### config.mk
export PLATFORM = sky130hd
export DESIGN_NAME = masked_sbox_layer_ctrl
export DESIGN_NICKNAME = d
export VERILOG_FILES = /design/src/rtl/masked_sbox_layer_ctrl.sv
export SDC_FILE = /design/constraint.sdc
export NUM_CORES = 1
export LEC_CHECK = 0
export CAP_MARGIN = 0
export CORE_MARGIN = 1.5
export CORE_UTILIZATION = 44
export CTS_BUF_LIST = sky130_fd_sc_hd__clkbuf_8 sky130_fd_sc_hd__clkbuf_16
export CTS_CLUSTER_SIZE = 14
export DETAILED_ROUTE_END_ITERATION = 10
export PLACE_DENSITY = 0.8
export RECOVER_POWER = 50
export SYNTH_ARGS = -nofsm -noshare
export SYNTH_HDL_FRONTEND = slang
export SYNTH_SLANG_ARGS = --single-unit
### constraint.sdc
create_clock -name clk -period 12.5 [get_ports clk]
set_clock_uncertainty 0.15 [all_clocks]
set_input_delay 1.875 -clock clk [delete_from_list [all_inputs] [get_ports clk]]
set_output_delay 1.875 -clock clk [all_outputs]
set_load 0.03 [all_outputs]
### src/rtl/masked_sbox_layer_ctrl.sv
// Sequencer for one PRESENT substitution layer on a 3-share masked state.
// Issues the nibbles one per cycle into a shared pipelined masked S-box.
// An issue needs fresh randomness. A tag pipe that matches the S-box latency
// tells which nibble slot each returning result belongs to.
module masked_sbox_layer_ctrl #(
  parameter int NIB   = 16,
  parameter int LAT   = 5,
  parameter int RND_W = 12
) (
  input  logic             clk,
  input  logic             rst,
  input  logic             start,
  input  logic [4*NIB-1:0] state_in1,
  input  logic [4*NIB-1:0] state_in2,
  input  logic [4*NIB-1:0] state_in3,
  input  logic             rnd_valid,
  input  logic [RND_W-1:0] rnd_in,
  output logic             rnd_ready,
  output logic [3:0]       sb_in1,
  output logic [3:0]       sb_in2,
  output logic [3:0]       sb_in3,
  output logic [RND_W-1:0] sb_r,
  input  logic [3:0]       sb_out1,
  input  logic [3:0]       sb_out2,
  input  logic [3:0]       sb_out3,
  output logic             busy,
  output logic             done,
  output logic [4*NIB-1:0] state_out1,
  output logic [4*NIB-1:0] state_out2,
  output logic [4*NIB-1:0] state_out3
);

  localparam int IW = (NIB > 1) ? $clog2(NIB) : 1;
  localparam int SW = 4 * NIB;

  typedef enum logic [1:0] {
    S_IDLE,
    S_ISSUE,
    S_DRAIN,
    S_DONE
  } state_t;

  state_t          state_reg, state_next;
  logic [IW-1:0]   idx_reg, idx_next;
  logic [SW-1:0]   work1_reg, work2_reg, work3_reg;
  logic [SW-1:0]   state_out1_reg, state_out2_reg, state_out3_reg;
  logic [LAT-1:0]  tag_vld_reg;
  logic [IW-1:0]   tag_idx_reg [LAT];
  logic            issue;
  logic            pending;
  logic [NIB-1:0]  cap_hit;

  // Decode which nibble slot the result leaving the S-box pipe lands in.
  genvar gi;
  generate
    for (gi = 0; gi < NIB; gi++) begin : g_cap
      assign cap_hit[gi] = tag_vld_reg[LAT-1] && (tag_idx_reg[LAT-1] == IW'(gi));
    end
  endgenerate

  // Next state, and the issue handshake.
  // Shares reach the S-box only during an accepted issue.
  always_comb begin
    state_next = state_reg;
    idx_next   = idx_reg;
    issue      = 1'b0;
    rnd_ready  = 1'b0;
    sb_in1     = 4'h0;
    sb_in2     = 4'h0;
    sb_in3     = 4'h0;
    sb_r       = '0;
    // Results still in flight after this edge. The stage leaving the pipe
    // is captured at this edge, so it does not count.
    pending    = 1'b0;
    for (int i = 0; i < LAT - 1; i++) begin
      pending = pending | tag_vld_reg[i];
    end
    case (state_reg)
      S_IDLE: begin
        if (start) begin
          state_next = S_ISSUE;
          idx_next   = '0;
        end
      end
      S_ISSUE: begin
        if (rnd_valid) begin
          issue     = 1'b1;
          rnd_ready = 1'b1;
          sb_in1    = work1_reg[{idx_reg, 2'b00} +: 4];
          sb_in2    = work2_reg[{idx_reg, 2'b00} +: 4];
          sb_in3    = work3_reg[{idx_reg, 2'b00} +: 4];
          sb_r      = rnd_in;
          idx_next  = idx_reg + IW'(1);
          if (idx_reg == IW'(NIB - 1)) begin
            state_next = S_DRAIN;
          end
        end
      end
      S_DRAIN: begin
        if (!pending) begin
          state_next = S_DONE;
        end
      end
      S_DONE: begin
        state_next = S_IDLE;
      end
      default: begin
        state_next = S_IDLE;
      end
    endcase
  end

  // FSM state, the issue index, and the input working registers.
  always_ff @(posedge clk or posedge rst) begin
    if (rst) begin
      state_reg <= S_IDLE;
      idx_reg   <= '0;
      work1_reg <= '0;
      work2_reg <= '0;
      work3_reg <= '0;
    end else begin
      state_reg <= state_next;
      idx_reg   <= idx_next;
      if (state_reg == S_IDLE && start) begin
        work1_reg <= state_in1;
        work2_reg <= state_in2;
        work3_reg <= state_in3;
      end
    end
  end

  // Tag pipe. It shifts every cycle so that it stays in step with the S-box.
  always_ff @(posedge clk or posedge rst) begin
    if (rst) begin
      tag_vld_reg <= '0;
      for (int i = 0; i < LAT; i++) begin
        tag_idx_reg[i] <= '0;
      end
    end else begin
      tag_vld_reg[0] <= issue;
      tag_idx_reg[0] <= idx_reg;
      for (int i = 1; i < LAT; i++) begin
        tag_vld_reg[i] <= tag_vld_reg[i-1];
        tag_idx_reg[i] <= tag_idx_reg[i-1];
      end
    end
  end

  // Write each returning result, share by share, into its own nibble slot.
  always_ff @(posedge clk or posedge rst) begin
    if (rst) begin
      state_out1_reg <= '0;
      state_out2_reg <= '0;
      state_out3_reg <= '0;
    end else begin
      for (int i = 0; i < NIB; i++) begin
        if (cap_hit[i]) begin
          state_out1_reg[4*i +: 4] <= sb_out1;
          state_out2_reg[4*i +: 4] <= sb_out2;
          state_out3_reg[4*i +: 4] <= sb_out3;
        end
      end
    end
  end

  assign busy       = (state_reg != S_IDLE);
  assign done       = (state_reg == S_DONE);
  assign state_out1 = state_out1_reg;
  assign state_out2 = state_out2_reg;
  assign state_out3 = state_out3_reg;

endmodule
Word-level counts from Yosys, hierarchy flattened
Index checks and enable logic that the tools add are counted.
- eq/ne operators: 23
- add/sub/neg operators: 1
- shift operators: 3
- multiplexer cells: 18
- reduce and logical (&&, ||, !) cells: 23
- bitwise logic cells: 3
- operator list (operator ; count):
    64-bit by 7-bit variable part select with 4-bit output ; 3
    4-bit == test (second input constant) ; 9
    4-bit 2-to-1 mux ; 8
    12-bit 2-to-1 mux ; 2
    1-bit logical AND ; 17
    4-bit by 3-bit == test with 1-bit output (second input constant) ; 4
    4-bit by 2-bit == test with 1-bit output (second input constant) ; 2
    2-bit 2-to-1 mux ; 4
    2-bit inequality test (second input constant) ; 4
    2-bit one-hot mux with 4 select lines ; 1
    4-bit one-hot mux with 2 select lines ; 1
    4-bit by 1-bit adder with 4-bit output (second input constant) ; 1
    2-bit == test (second input constant) ; 2
    4-bit by 1-bit == test with 1-bit output (second input constant) ; 1
    4-bit zero test ; 1
    4-bit AND reduction ; 1
    2-bit nonzero test ; 2
    1-bit bitwise OR ; 3
    3-bit AND reduction ; 1
    2-bit by 1-bit == test with 1-bit output (second input constant) ; 1
    2-bit zero test ; 1
    1-bit 2-to-1 mux ; 2
- logic and storage cells: 130
- register bits: 415
- bits of input ports: 220
- output and inout port bits: 219

Longest topological paths before layout
- depth after elaboration: 5
- depth in mapped cells: 8
- gate-level depth less buffers: 6

Worst setup path after synthesis
Ideal clock, no wire load.
- path type: in2out
- start: input rnd_valid
- end: output sb_in1[0]
- path slack: 7418 ps
- arrival: 3057 ps
- stages on the path: 4
- buffers on the path: 2
- path through: buf_2 nand3b_1 clkbuf_1 o21ai_0
- cells in the longest elaborated chain, start to end: 2
- RTL lines (element ; line ; source):
    start, declared ; 16 ; input logic rnd_valid,
    4-bit 2-to-1 mux ; 86 ; if (rnd_valid) begin
    4-bit 2-to-1 mux ; 78 ; case (state_reg)
    end, declared ; 19 ; output logic [3:0] sb_in1,
No other way between the ends.

Final worst setup path
- start: register idx_reg[0]
- end: output sb_in1[0]
- cells in the longest elaborated chain, start to end: 3
- RTL lines (element ; line ; source):
    start, declared ; 44 ; logic [IW-1:0] idx_reg, idx_next;
    start signal, assigned ; 123 ; idx_reg <= idx_next;
    64-bit by 7-bit variable part select with 4-bit output ; 89 ; sb_in1 = work1_reg[{idx_reg, 2'b00} +: 4];
    4-bit 2-to-1 mux ; 86 ;
    4-bit 2-to-1 mux ; 78 ;
No other way between the ends.

==> impl_metrics.ini <==
[outcome]
outcome = finished with violations
violations = max-capacitance violations, max-slew violations

[drt]
drtAntennaViolNets = 0
vias = 10800
avgRoutedWirePerCell_microns = 21.8
firstDrtPassIters = 4
remaining_drc_errors = 0
via_per_inst = 5.26
first_iter_violations = 488
wl_microns = 44900

[sta]
hold_violations = 0
fin_crit_sh_pct = 61.1
relSlewSlack_pct = -102
setup_violations = 0
period_needed_ns = 7.63
setup_slack_ns = 4.87
tightest_slew_ns = 3.03
max_freq_ghz = 0.131
rsz0062_at_grt = no
slew_violations = 130
tns_ns = 0

[critical_path]
cpMostUsedCell = o21ai_0
critPathArrivalTime_ns = 5.61
crit_path_max_incr_delay_ns = 2.37
crit_required_ns = 10.47
cpLargestDelayFamily = flip-flops
path_cells = nor2b_1 > a221oi_1 > o21ai_0 > o21ai_0 > clkdlybuf4s50_1
end_kind = output pin
crit_type = reg -> out
setup.worst_path.start_class = flop
path_max_fanout = 50
critPathBufInv = 1
slowest_stage = dfrtp_1

[finish]
fin_util_pct = 60.4
final_common_cell = dfrtp_1
nets = 1731
final_cell_mix = dfrtp_1, mux2_2, clkdlybuf4s50_1
drive_above_1_share_pct = 31.0
syn_to_final_growth_pct = 35.8
stdcell_count = 2058

[synth]
syn_avg_cell_area_sq_um = 15.9
synthesis.area_sq_mm = 0.0171
synth_nets = 1304
synth-seq-cells = 415
yosysUniqueCellTypes = 30
synth.area.top_cells = dfrtp_1, mux2_2, mux4_2, mux2i_1, mux2_4
netlist_instances = 1078
yosys_warnings = 0
ys_seq_area_share_pct = 60.6
synth_area_leader_cell = dfrtp_1
yosysTopAreaCellShare_pct = 60.6

[clocking]
ctsHoldBuffers = 0
path_clk_slew_ns = 0.06
cts_resized = 0
cts_root_buffer = clkbuf_16
cts_num_sinks = 415
post-cts-setup-buffers = 0
htreeDepth = 2
clk_latency_ns = 0.58
cts_tree = yes
cts_made_buffers = 44
clockBufferDepth = 3

[die]
die_area_sq_mm = 0.0402
initial_utilization_pct = 44.5
core_area_sq_mm = 0.0386
die-height_microns = 200
dieWidth_microns = 200
row_count = 72
ios = 439

[grt]
globalRouteOverflowTotal = 0
antenna_found_initial = 2
grt_usage_pct = 22.4
grt_max_degree = 193
grt_pass1_wl_microns = 69000
grt_pass1_vias = 11400

[hold_path]
hold_class = reg -> reg

[placement]
gp_congestion = 0.796
portBuffers = 438
hpwl_microns = 31700
place_inst = 1977
dp_worst_setup_slack_ns = 5.57

[flow_run]
maxCapViolations = 3

[power]
p_leak_nw = 10.3
ir_drop_mv = 0.130
power.density_mw_per_mm2 = 239
-- cells by family after synthesis --
group	synth area share (%)
mux	32.3
flops	60.6
compound gates	2.20
buf+inv	2.42
fa+ha+maj	0.438
simple gates	2.07
-- layout make-up --
type | count | area, sq um
Sequential cell | 415 | 10400
Clock inverter | 24 | 191
Tap cell | 518 | 648
Timing Repair Buffer | 454 | 4510
Multi-Input combinational cell | 583 | 6250
Inverter | 7 | 27.5
Antenna cell | 2 | 5.00
Fill cell | 3021 | 15300
Clock buffer | 55 | 1250
-- cells in the mapped netlist --
library cell	number
buf_6	4
buf_2	38
nor3b_2	1
buf_8	2
and3_1	14
or3_4	3
nand2b_1	5
buf_4	4
and2_1	3
inv_1	6
clkbuf_1	23
a221oi_2	2
o41ai_1	1
nand2_1	15
nand3_1	6
dfrtp_1	415
ha_1	6
nor2_1	11
mux2i_1	46
o21ai_1	10
o21ai_0	19
mux2_4	30
a221oi_1	18
buf_1	2
clkinv_1	1
mux2_2	355
nor2b_1	2
nand3b_1	4
a22o_1	4
mux4_2	28
-- power breakdown --
group | total (mW) | internal, mW | switching (mW)
sequential | 2.19 | 1.88 | 0.310
combinational | 2.09 | 1.05 | 1.04
clock | 1.28 | 0.749 | 0.529
total | 5.56 | 3.68 | 1.88
-- per-stage QoR --
stage	hold WS (ns)	cell area (sq um)	power (mW)
6_report	0.183	23300	5.56
5_1_grt	0.187	23300	5.82
4_1_cts	0.186	23400	5.66
3_5_place_dp	0.185	21900	4.35
3_3_place_gp	0.182	21900	4.28
2_1_floorplan	0.181	17100	3.53
-- worst register-to-register path, cell delays in order (launching register included) --
cell,delay (ns)
dfrtp_1,0.37
inv_1,0.09
ha_1,0.28
nand2_1,1.23
buf_4,1.03
buf_4,0.88
mux2_2,0.46
-- final timing paths --
| check | slack (ns) | startpoint | to | depth (start not counted) |
|---|---|---|---|---|
| worst max register to register | 7.87 | state_reg[0] | work2_reg[21] | 6 |
| min in group asynchronous | 1.94 | rst | work1_reg[1] | 3 |
| worst min register to register | 0.18 | tag_idx_reg[19] | tag_idx_reg[15] | 0 |
| max in group asynchronous | 7.85 | rst | state_out3[30] | 5 |
| worst max-delay path | 4.87 | idx_reg[0] | sb_in1[0] | 5 |
| worst min-delay path | 0.18 | tag_idx_reg[19] | tag_idx_reg[15] | 0 |
-- layer usage --
metal | GRT usage [%] | vias up | routed length, microns
li1 | - | 4768 | -
met1 | 27.4 | 5547 | 17900
met2 | 37.3 | 422 | 21700
met3 | 6.74 | 78 | 3790
met4 | 8.78 | 0 | 1510
met5 | 0 | - | 0
Note: power is estimated with default switching activity, not from simulation.
